===== config.mk =====
export PLATFORM = sky130hd
export DESIGN_NAME = instruction_loader
export DESIGN_NICKNAME = d
export VERILOG_FILES = /design/src/rtl/instruction_loader_pkg.sv /design/src/rtl/instruction_loader_byte_to_word_packer.sv /design/src/rtl/instruction_loader.sv
export SDC_FILE = /design/constraint.sdc
export NUM_CORES = 1
export LEC_CHECK = 0
export CAP_MARGIN = 25
export CORE_ASPECT_RATIO = 0.8
export CORE_MARGIN = 4
export CORE_UTILIZATION = 52
export CTS_CLUSTER_DIAMETER = 40
export CTS_CLUSTER_SIZE = 16
export DETAILED_ROUTE_END_ITERATION = 8
export PLACE_DENSITY = 0.82
export SYNTH_ARGS = -nofsm -noshare
export SYNTH_HDL_FRONTEND = slang
export SYNTH_HIERARCHICAL = 1
export SYNTH_SLANG_ARGS = --single-unit

===== constraint.sdc =====
create_clock -name i_clk -period 4.8 [get_ports i_clk]
set_input_delay 1.44 -clock i_clk [delete_from_list [all_inputs] [get_ports i_clk]]
set_output_delay 1.44 -clock i_clk [all_outputs]
set_load 0.05 [all_outputs]

===== src/rtl/instruction_loader_pkg.sv =====
// Shared definitions for the instruction loader.
//   BYTE_SIZE        : width of one stream byte
//   INSTRUCTION_HALT : word value that ends a load session
//   loader_state_t   : loader FSM state encoding
package instruction_loader_pkg;

  localparam int BYTE_SIZE = 8;
  localparam logic [31:0] INSTRUCTION_HALT = 32'hFFFF_FFFF;

  typedef enum logic [2:0] {
    ST_IDLE    = 3'd0,
    ST_CLEAR   = 3'd1,
    ST_RECEIVE = 3'd2,
    ST_WRITE   = 3'd3,
    ST_DONE    = 3'd4,
    ST_ERROR   = 3'd5,
    ST_CHECK   = 3'd6
  } loader_state_t;

endpackage


===== src/rtl/instruction_loader_byte_to_word_packer.sv =====
// Byte-to-word packer: shifts accepted bytes in MSB-first so the first byte
// of a word ends up in the top byte lane (big-endian).
// Ports:
//   clk, rst_n      : clock, async active-low reset
//   clear           : synchronous restart of the byte index
//   byte_accept     : a byte is transferred this cycle
//   data_byte       : the byte being transferred
//   word            : assembly register (holds last complete word until the
//                     next word starts shifting in)
//   word_complete   : the accepted byte is the last byte of a word
module byte_to_word_packer
  import instruction_loader_pkg::*;
#(
  parameter int WORD_SIZE_IN_BYTES = 4
) (
  input  logic                                  clk,
  input  logic                                  rst_n,
  input  logic                                  clear,
  input  logic                                  byte_accept,
  input  logic [BYTE_SIZE-1:0]                  data_byte,
  output logic [WORD_SIZE_IN_BYTES*BYTE_SIZE-1:0] word,
  output logic                                  word_complete
);

  localparam int WORD_W = WORD_SIZE_IN_BYTES * BYTE_SIZE;
  localparam int IDX_W  = (WORD_SIZE_IN_BYTES > 1) ? $clog2(WORD_SIZE_IN_BYTES) : 1;
  localparam logic [IDX_W-1:0] LAST_IDX = IDX_W'(WORD_SIZE_IN_BYTES - 1);

  logic [IDX_W-1:0] byte_index;

  assign word_complete = byte_accept && (byte_index == LAST_IDX);

  // Only the index is restarted on clear: a full word always overwrites
  // every byte lane, so stale partial data can never leak out.
  always_ff @(posedge clk or negedge rst_n) begin
    if (!rst_n) begin
      byte_index <= '0;
      word       <= '0;
    end else if (clear) begin
      byte_index <= '0;
    end else if (byte_accept) begin
      word       <= (word << BYTE_SIZE) | WORD_W'(data_byte);
      byte_index <= word_complete ? '0 : byte_index + IDX_W'(1);
    end
  end

endmodule


===== src/rtl/instruction_loader.sv =====
// Instruction loader: writer side of instruction_memory's sequential load
// port. Assembles a byte stream into words, writes each word once in order,
// and stops after HALT (done) or when memory fills without HALT (error).
// Optional: INSTRUCTION_LOADER_CHECKSUM_EN adds an XOR checksum byte after
// HALT and the o_checksum_error output.
// Ports:
//   i_clk, i_reset        : clock, async active-low reset
//   i_start               : pulse, begins (or restarts) a load session
//   i_byte_valid, i_byte  : incoming byte stream
//   o_byte_ready          : loader accepts a byte this cycle
//   o_clear               : clear strobe to instruction_memory
//   o_instruction_write   : write strobe to instruction_memory
//   o_instruction         : assembled instruction word
//   o_word_count          : words written in this session
//   o_done / o_error      : session result flags
//   o_checksum_error      : checksum mismatch (checksum build only)
//
// state   | meaning
// IDLE    | waiting for i_start
// CLEAR   | one-cycle memory clear, counters restart
// RECEIVE | accepting bytes of the current word
// WRITE   | one-cycle write strobe of the assembled word
// CHECK   | accepting the checksum byte after HALT (checksum build)
// DONE    | HALT written (and checksum matched)
// ERROR   | memory full without HALT, or checksum mismatch
module instruction_loader
  import instruction_loader_pkg::*;
#(
  parameter int WORD_SIZE_IN_BYTES = 4,
  parameter int MEM_SIZE_IN_WORDS  = 10,
  parameter int COUNT_SIZE         = $clog2(MEM_SIZE_IN_WORDS + 1)
) (
  input  logic                                  i_clk,
  input  logic                                  i_reset,
  input  logic                                  i_start,
  input  logic                                  i_byte_valid,
  input  logic [BYTE_SIZE-1:0]                  i_byte,
  output logic                                  o_byte_ready,
  output logic                                  o_clear,
  output logic                                  o_instruction_write,
  output logic [WORD_SIZE_IN_BYTES*BYTE_SIZE-1:0] o_instruction,
  output logic [COUNT_SIZE-1:0]                 o_word_count,
  output logic                                  o_done,
`ifdef INSTRUCTION_LOADER_CHECKSUM_EN
  output logic                                  o_checksum_error,
`endif
  output logic                                  o_error
);

  localparam int WORD_W = WORD_SIZE_IN_BYTES * BYTE_SIZE;
  localparam logic [COUNT_SIZE-1:0] MEM_FULL = COUNT_SIZE'(MEM_SIZE_IN_WORDS);
  localparam logic [WORD_W-1:0] HALT_WORD = WORD_W'(INSTRUCTION_HALT);

  loader_state_t state, state_next;

  logic                  recv_accept;
  logic                  word_complete;
  logic [COUNT_SIZE-1:0] count_inc;
  logic                  is_halt;

  assign recv_accept = i_byte_valid && (state == ST_RECEIVE);
  assign count_inc   = o_word_count + COUNT_SIZE'(1);
  assign is_halt     = (o_instruction == HALT_WORD);

  byte_to_word_packer #(
    .WORD_SIZE_IN_BYTES(WORD_SIZE_IN_BYTES)
  ) u_packer (
    .clk          (i_clk),
    .rst_n        (i_reset),
    .clear        (state == ST_CLEAR),
    .byte_accept  (recv_accept),
    .data_byte    (i_byte),
    .word         (o_instruction),
    .word_complete(word_complete)
  );

`ifdef INSTRUCTION_LOADER_CHECKSUM_EN
  logic [BYTE_SIZE-1:0] checksum;
  logic                 check_accept;
  logic                 check_match;

  assign check_accept = i_byte_valid && (state == ST_CHECK);
  assign check_match  = (i_byte == checksum);

  always_ff @(posedge i_clk or negedge i_reset) begin
    if (!i_reset) begin
      checksum         <= '0;
      o_checksum_error <= 1'b0;
    end else if (state == ST_CLEAR) begin
      checksum         <= '0;
      o_checksum_error <= 1'b0;
    end else begin
      if (recv_accept) begin
        checksum <= checksum ^ i_byte;
      end
      if (check_accept && !i_start && !check_match) begin
        o_checksum_error <= 1'b1;
      end
    end
  end
`endif

  always_ff @(posedge i_clk or negedge i_reset) begin
    if (!i_reset) begin
      state        <= ST_IDLE;
      o_word_count <= '0;
    end else begin
      state <= state_next;
      if (state == ST_CLEAR) begin
        o_word_count <= '0;
      end else if (state == ST_WRITE) begin
        o_word_count <= count_inc;
      end
    end
  end

  always_comb begin
    state_next          = state;
    o_byte_ready        = 1'b0;
    o_clear             = 1'b0;
    o_instruction_write = 1'b0;
    o_done              = 1'b0;
    o_error             = 1'b0;
    case (state)
      ST_IDLE: begin
        if (i_start) state_next = ST_CLEAR;
      end
      ST_CLEAR: begin
        o_clear    = 1'b1;
        state_next = ST_RECEIVE;
      end
      ST_RECEIVE: begin
        o_byte_ready = 1'b1;
        if (i_start) begin
          state_next = ST_CLEAR;
        end else if (word_complete) begin
          state_next = ST_WRITE;
        end
      end
      ST_WRITE: begin
        // The strobe completes even if i_start aborts the session here.
        o_instruction_write = 1'b1;
        if (i_start) begin
          state_next = ST_CLEAR;
        end else if (is_halt) begin
`ifdef INSTRUCTION_LOADER_CHECKSUM_EN
          state_next = ST_CHECK;
`else
          state_next = ST_DONE;
`endif
        end else if (count_inc == MEM_FULL) begin
          state_next = ST_ERROR;
        end else begin
          state_next = ST_RECEIVE;
        end
      end
`ifdef INSTRUCTION_LOADER_CHECKSUM_EN
      ST_CHECK: begin
        o_byte_ready = 1'b1;
        if (i_start) begin
          state_next = ST_CLEAR;
        end else if (check_accept) begin
          state_next = check_match ? ST_DONE : ST_ERROR;
        end
      end
`endif
      ST_DONE: begin
        o_done = 1'b1;
        if (i_start) state_next = ST_CLEAR;
      end
      ST_ERROR: begin
        o_error = 1'b1;
        if (i_start) state_next = ST_CLEAR;
      end
      default: begin
        state_next = ST_IDLE;
      end
    endcase
  end

endmodule


Yosys cells after proc, flatten, opt, wreduce, memory -nomap -nowiden
Index checks and enable logic that the tools add are counted.
W data, S select, Z words.
{ "totals": {"mem_count": 0, "regBits": 41, "mem_bits_ro": 0, "ram_bits": 0, "latchBits": 0, "inputBits": 12, "wordCells": 43, "out_inout_bits": 41} }
{ "classes": {"n_div": 0, "reduce_logical": 8, "multipliers": 0, "bitwise": 2, "muxes": 17, "shift": 0, "n_eq_ne": 10, "n_addsub": 2, "magnitude_cmp": 0} }
{ "ops": {"columns": ["cell", "n"], "rows": [
  ["$eq A32 B32 Y1 const B", 1],
  ["$or A32 B8 Y32", 1],
  ["$mux W3", 6],
  ["$pmux W3 S4", 1],
  ["$mux W4", 2],
  ["$eq A3 B2 Y1 const B", 2],
  ["$eq A3 B3 Y1 const B", 2],
  ["$mux W2", 3],
  ["$mux W1", 5],
  ["$add A4 B1 Y4 const B", 1],
  ["$eq A4 B4 Y1 const B", 1],
  ["$reduce_and A2 Y1", 2],
  ["$reduce_bool A2 Y1", 2],
  ["$eq A3 B1 Y1 const B", 1],
  ["$logic_not A3 Y1", 1],
  ["$ne A3 B2 Y1 const B", 1],
  ["$reduce_or A3 Y1", 1],
  ["$add A2 B1 Y2 const B", 1],
  ["$eq A2 B2 Y1 const B", 1],
  ["$logic_and A1 B1 Y1", 2],
  ["$ne A2 B1 Y1 const B", 1],
  ["$not A1 Y1", 1]
]} }

Logic depth before layout (Yosys ltp)
{ "logic_depth": {"ltp_word": 6, "depth_mapped": 8, "depth_no_buf": 6} }

Cells and area by module
The synthesis kept the hierarchy.
{ "modules_own_cells": {"columns": ["module", "instances", "area_each_um2", "seq_area_each_um2", "cells_each"], "rows": [
  ["byte_to_word_packer", 1, 1455.1, 850.8, 77],
  ["instruction_loader", 1, 540.5, 175.2, 66]
]} }

Least setup slack after synthesis
OpenSTA, ideal clock, no wires.
{ "synth_path": {"kind": "flip-flop to output port", "from": "reg state[0]", "to": "out o_done", "arrival_time_ns": 1.663, "path_slack_ns": 1.697, "n_path_buf": 1, "path_stages_with_launch": 3, "required_time_ns": 3.360, "cell_sequence": "dfrtp_1 buf_2 nor3b_1"} }
{ "synth_between": {"elab_chain_len": 2} }
{ "synth_lines": {"columns": ["element", "line_no", "rtl"], "rows": [
  ["start, declared", "instruction_loader.sv:54", "loader_state_t state, state_next;"],
  ["start signal, assigned", "instruction_loader.sv:108", "state <= state_next;"],
  ["$eq A3 B3 Y1", "instruction_loader.sv:124", "case (state)"],
  ["$mux W1", "instruction_loader.sv:124", null],
  ["end, declared", "instruction_loader.sv:43", "output logic o_done,"]
]} }
Every way passes these cells.

Worst setup path after layout
{ "layout_path": {"from": "reg state[2]", "to": "out o_clear"} }
{ "layout_between": {"elab_chain_len": 2} }
{ "layout_lines": {"columns": ["element", "line_no", "rtl"], "rows": [
  ["$eq A3 B1 Y1", "instruction_loader.sv:124", null],
  ["$mux W1", "instruction_loader.sv:124", null],
  ["end, declared", "instruction_loader.sv:39", "output logic o_clear,"]
]} }
Every way passes these cells.

==> impl_results.rst <==
.. list-table::
   :header-rows: 1

   * - Metric
     - Value
   * - Sequential share of the synthesized area
     - between 50 and 60%
   * - Total congestion overflow after global routing
     - 0
   * - Later-pin clock latency in the skew report
     - 0.29 ns
   * - Share of post-route cells with drive strength above 1
     - 24.7%
   * - Distinct cell type count after synthesis
     - 39
   * - Relative max-transition margin
     - between 40% and 50%
   * - Final setup fails
     - 0
   * - CP arrival
     - 2.29 ns
   * - Share of synthesized flip-flops with an asynchronous set or reset
     - between 90% and 100%
   * - Critical Path End Type
     - output pin
   * - RSZ-0062 raised after global routing
     - no
   * - Root buffer cell
     - clkbuf_8
   * - Commonest register cell after synthesis
     - dfrtp_1
   * - Area enclosed by the die boundary
     - 4900 sq um
   * - Total track usage
     - 17.3%
   * - Post-synthesis instance area
     - about 2000 sq um
   * - Worst clock skew
     - about 0.0073 ns
   * - DRT Wirelength
     - 3850 um
   * - Avg Cell Area, Syn
     - 14.0 sq um
   * - Number of enable-type register cells in the synthesized netlist
     - 0
   * - Synth cell count leaders
     - dfrtp_1 (41), mux2_4 (30), nand4_1 (8)
   * - Startpoint kind of the worst setup timing path
     - flop
   * - Max frequency
     - around 0.27 GHz
   * - Initial core utilization
     - roughly 56%
   * - Biggest area contributors in the synthesized netlist
     - dfrtp_1 (51%), mux2_4 (23%), buf_12 (3.0%), nand4_1 (2.5%), ha_1 (1.9%)
   * - Antenna Nets Post-Route
     - 0
   * - Hpwl dp
     - slightly below 3000 um
   * - Global-route wire length before repair
     - 6600 um
   * - Total iterations of the first detailed-routing run
     - 5
   * - Syn nets
     - 158
   * - Fillers
     - 230
   * - Hold Path Depth
     - 1
   * - Area added between synthesis and finish
     - 28.9%
   * - Number of flip-flops and latches in the synthesized netlist
     - 41
   * - Cell area after placement
     - approximately 2500 sq um
   * - Status
     - finished, final reports clean
   * - Biggest area consumer among synthesized cells
     - dfrtp_1
   * - Worst slew pin tran
     - slightly below 0.9 ns
   * - Core occupancy in the finished layout
     - 72.1%
   * - Cell-by-cell trace of the critical path
     - nand2b_1 -> nor2_1 -> clkdlybuf4s50_1
   * - Leading cell type by number of instances after synthesis
     - dfrtp_1
   * - Yosys synthesis warning count
     - 6
   * - Post-synthesis instance total
     - roughly 140
   * - Sinks on Clock Net
     - 41
   * - Category of the most critical setup path
     - flop to output pin
   * - Number of gates given a new drive strength after cts
     - 0
   * - Row count
     - 19
   * - Smallest setup slack after layout
     - 1.07 ns
   * - Count of hold-fix buffers inserted at cts
     - 0
   * - Die X
     - around 77 um
   * - Accumulated negative setup slack
     - 0 ns
   * - CP max stage delay
     - 0.88 ns
   * - Synth top area share
     - 51.4%
   * - Clock tree from TritonCTS
     - built
   * - Met1 routing resource usage after global routing
     - 23.7%
   * - Number of buffers added for setup after CTS
     - 0
   * - Last weighted congestion value of the routability-driven placer
     - 0.874
   * - Clock-pin transition on the worst setup and hold timing paths
     - 0.07 ns
   * - Inserted Clock Buffers
     - 5
   * - Maximum number of pins on one net before global-route repair
     - 42
   * - Vias in the first global route
     - 1269
   * - Max-slew violation count
     - 0
   * - Via density
     - roughly 5.5
   * - Count of max-cap constraint violations
     - 0
   * - Met2 layer usage reported by global route
     - 26.1%
   * - Total core area
     - 3570 sq um
   * - Depth of the CTS H-tree
     - 2
   * - Worst hold-check path type
     - flop to flop
   * - Via count
     - 1323
   * - Fin crit period
     - between 3 and 4 ns
   * - Count of nets after finishing
     - 212
   * - Violation count after the first detailed-routing iteration
     - 72
   * - Hold violation total from the final report
     - 0
   * - Antenna diodes
     - 0
   * - Y dimension of the die
     - ~63 um
   * - Final Cycle Share
     - 77.8%
   * - Antenna violations before repair
     - 0
   * - Cell family contributing the most delay on the critical path
     - buffers and inverters
   * - Global routing's busiest layer
     - met2
   * - Post-detailed-route DRC marker count
     - 0
   * - Summed area of non-filler cells in the final layout
     - 2570 sq um
   * - Data required time at the worst endpoint
     - 3.36 ns
   * - Wire per inst
     - 16.0 um
   * - Cell count of the worst reg-to-reg path
     - 6
   * - Crit Path Max Fanout
     - 10
   * - Critical path depth
     - 3
   * - Crit path buf inv count
     - 1
   * - Port buffer count
     - 52
   * - Top Ports
     - between 50 and 60
   * - Max stage delay cell, worst path
     - clkdlybuf4s50_1
   * - Met3 global-route usage
     - between 5 and 6%
   * - Deepest clock path buffer count
     - 2
   * - Worst slack at placement
     - 1.34 ns
-- placed cells by master, fill, tap and decap left out, drive strengths merged, types with 3 or more instances in the layout --
master and count:
inv 5, buf 3, a21oi 3, ha 3, nor3 4, nand4 8, dfrtp 41, nor2 6
nand2 6, clkbuf 6, mux2 32, clkdlybuf4s50 51, o21ai 6
-- per-stage QoR --
stage / hold slack [ns] / std cells
2_1_floorplan: 0.490 / 143
3_3_place_gp: 0.517 / 232
3_5_place_dp: 0.528 / 232
4_1_cts: 0.549 / 240
5_1_grt: 0.570 / 240
6_report: 0.542 / 240
-- kinds of logic (layout without fill, tap and decap cells) --
group                      count (synthesis)  count (layout)  share of synthesized area (%)
DFF                                       41              41                           51.4
xor gates and xnor gates                   1               1                          0.439
and+or+nand+nor                           36              36                           10.3
muxes                                     33              33                           24.2
AOI/OAI and AO/OA                         17              17                           6.39
adders and majority gates                  3               3                           1.88
buffers and inverters                     12              67                           5.39
-- layout make-up --
cell class	instances	area, sq um	area share [%]
flip-flops and latches	41	1030	39.9
clock inverters	2	10.0	0.389
well taps	42	52.6	2.04
repair buffers	54	531	20.6
clock buffers	6	72.6	2.82
multi-input cells	90	862	33.5
inverters	5	18.8	0.730
-- registers in the layout, indices dropped and copies added, names as in the netlist --
signal / count
u_packer/word: 32
o_word_count: 4
state: 3
u_packer/byte_index: 2
-- metal layers --
layer	wire, um	share of wire (%)
met3	175	4.6
met1	1770	46
met2	1840	48
met4	58	1.5
met5	0	0
-- path summary, 6_finish.rpt --
| check | startpoint | end | slack [ns] |
|---|---|---|---|
| min reg2reg | u_packer/word[29]$_DFFE_PN0P_ | u_packer/word[29]$_DFFE_PN0P_ | 0.54 |
| min | u_packer/word[29]$_DFFE_PN0P_ | u_packer/word[29]$_DFFE_PN0P_ | 0.54 |
| max reg2reg | state[1]$_DFFE_PN0P_ | u_packer/word[28]$_DFFE_PN0P_ | 2.40 |
| max | state[2]$_DFFE_PN0P_ | o_clear | 1.07 |
| min in group asynchronous | i_reset | u_packer/word[7]$_DFFE_PN0P_ | 1.26 |
| max in group asynchronous | i_reset | u_packer/word[24]$_DFFE_PN0P_ | 2.99 |
Power is not shown: default switching activity piles up to over one toggle a cycle in this logic, so the estimate is an artifact.
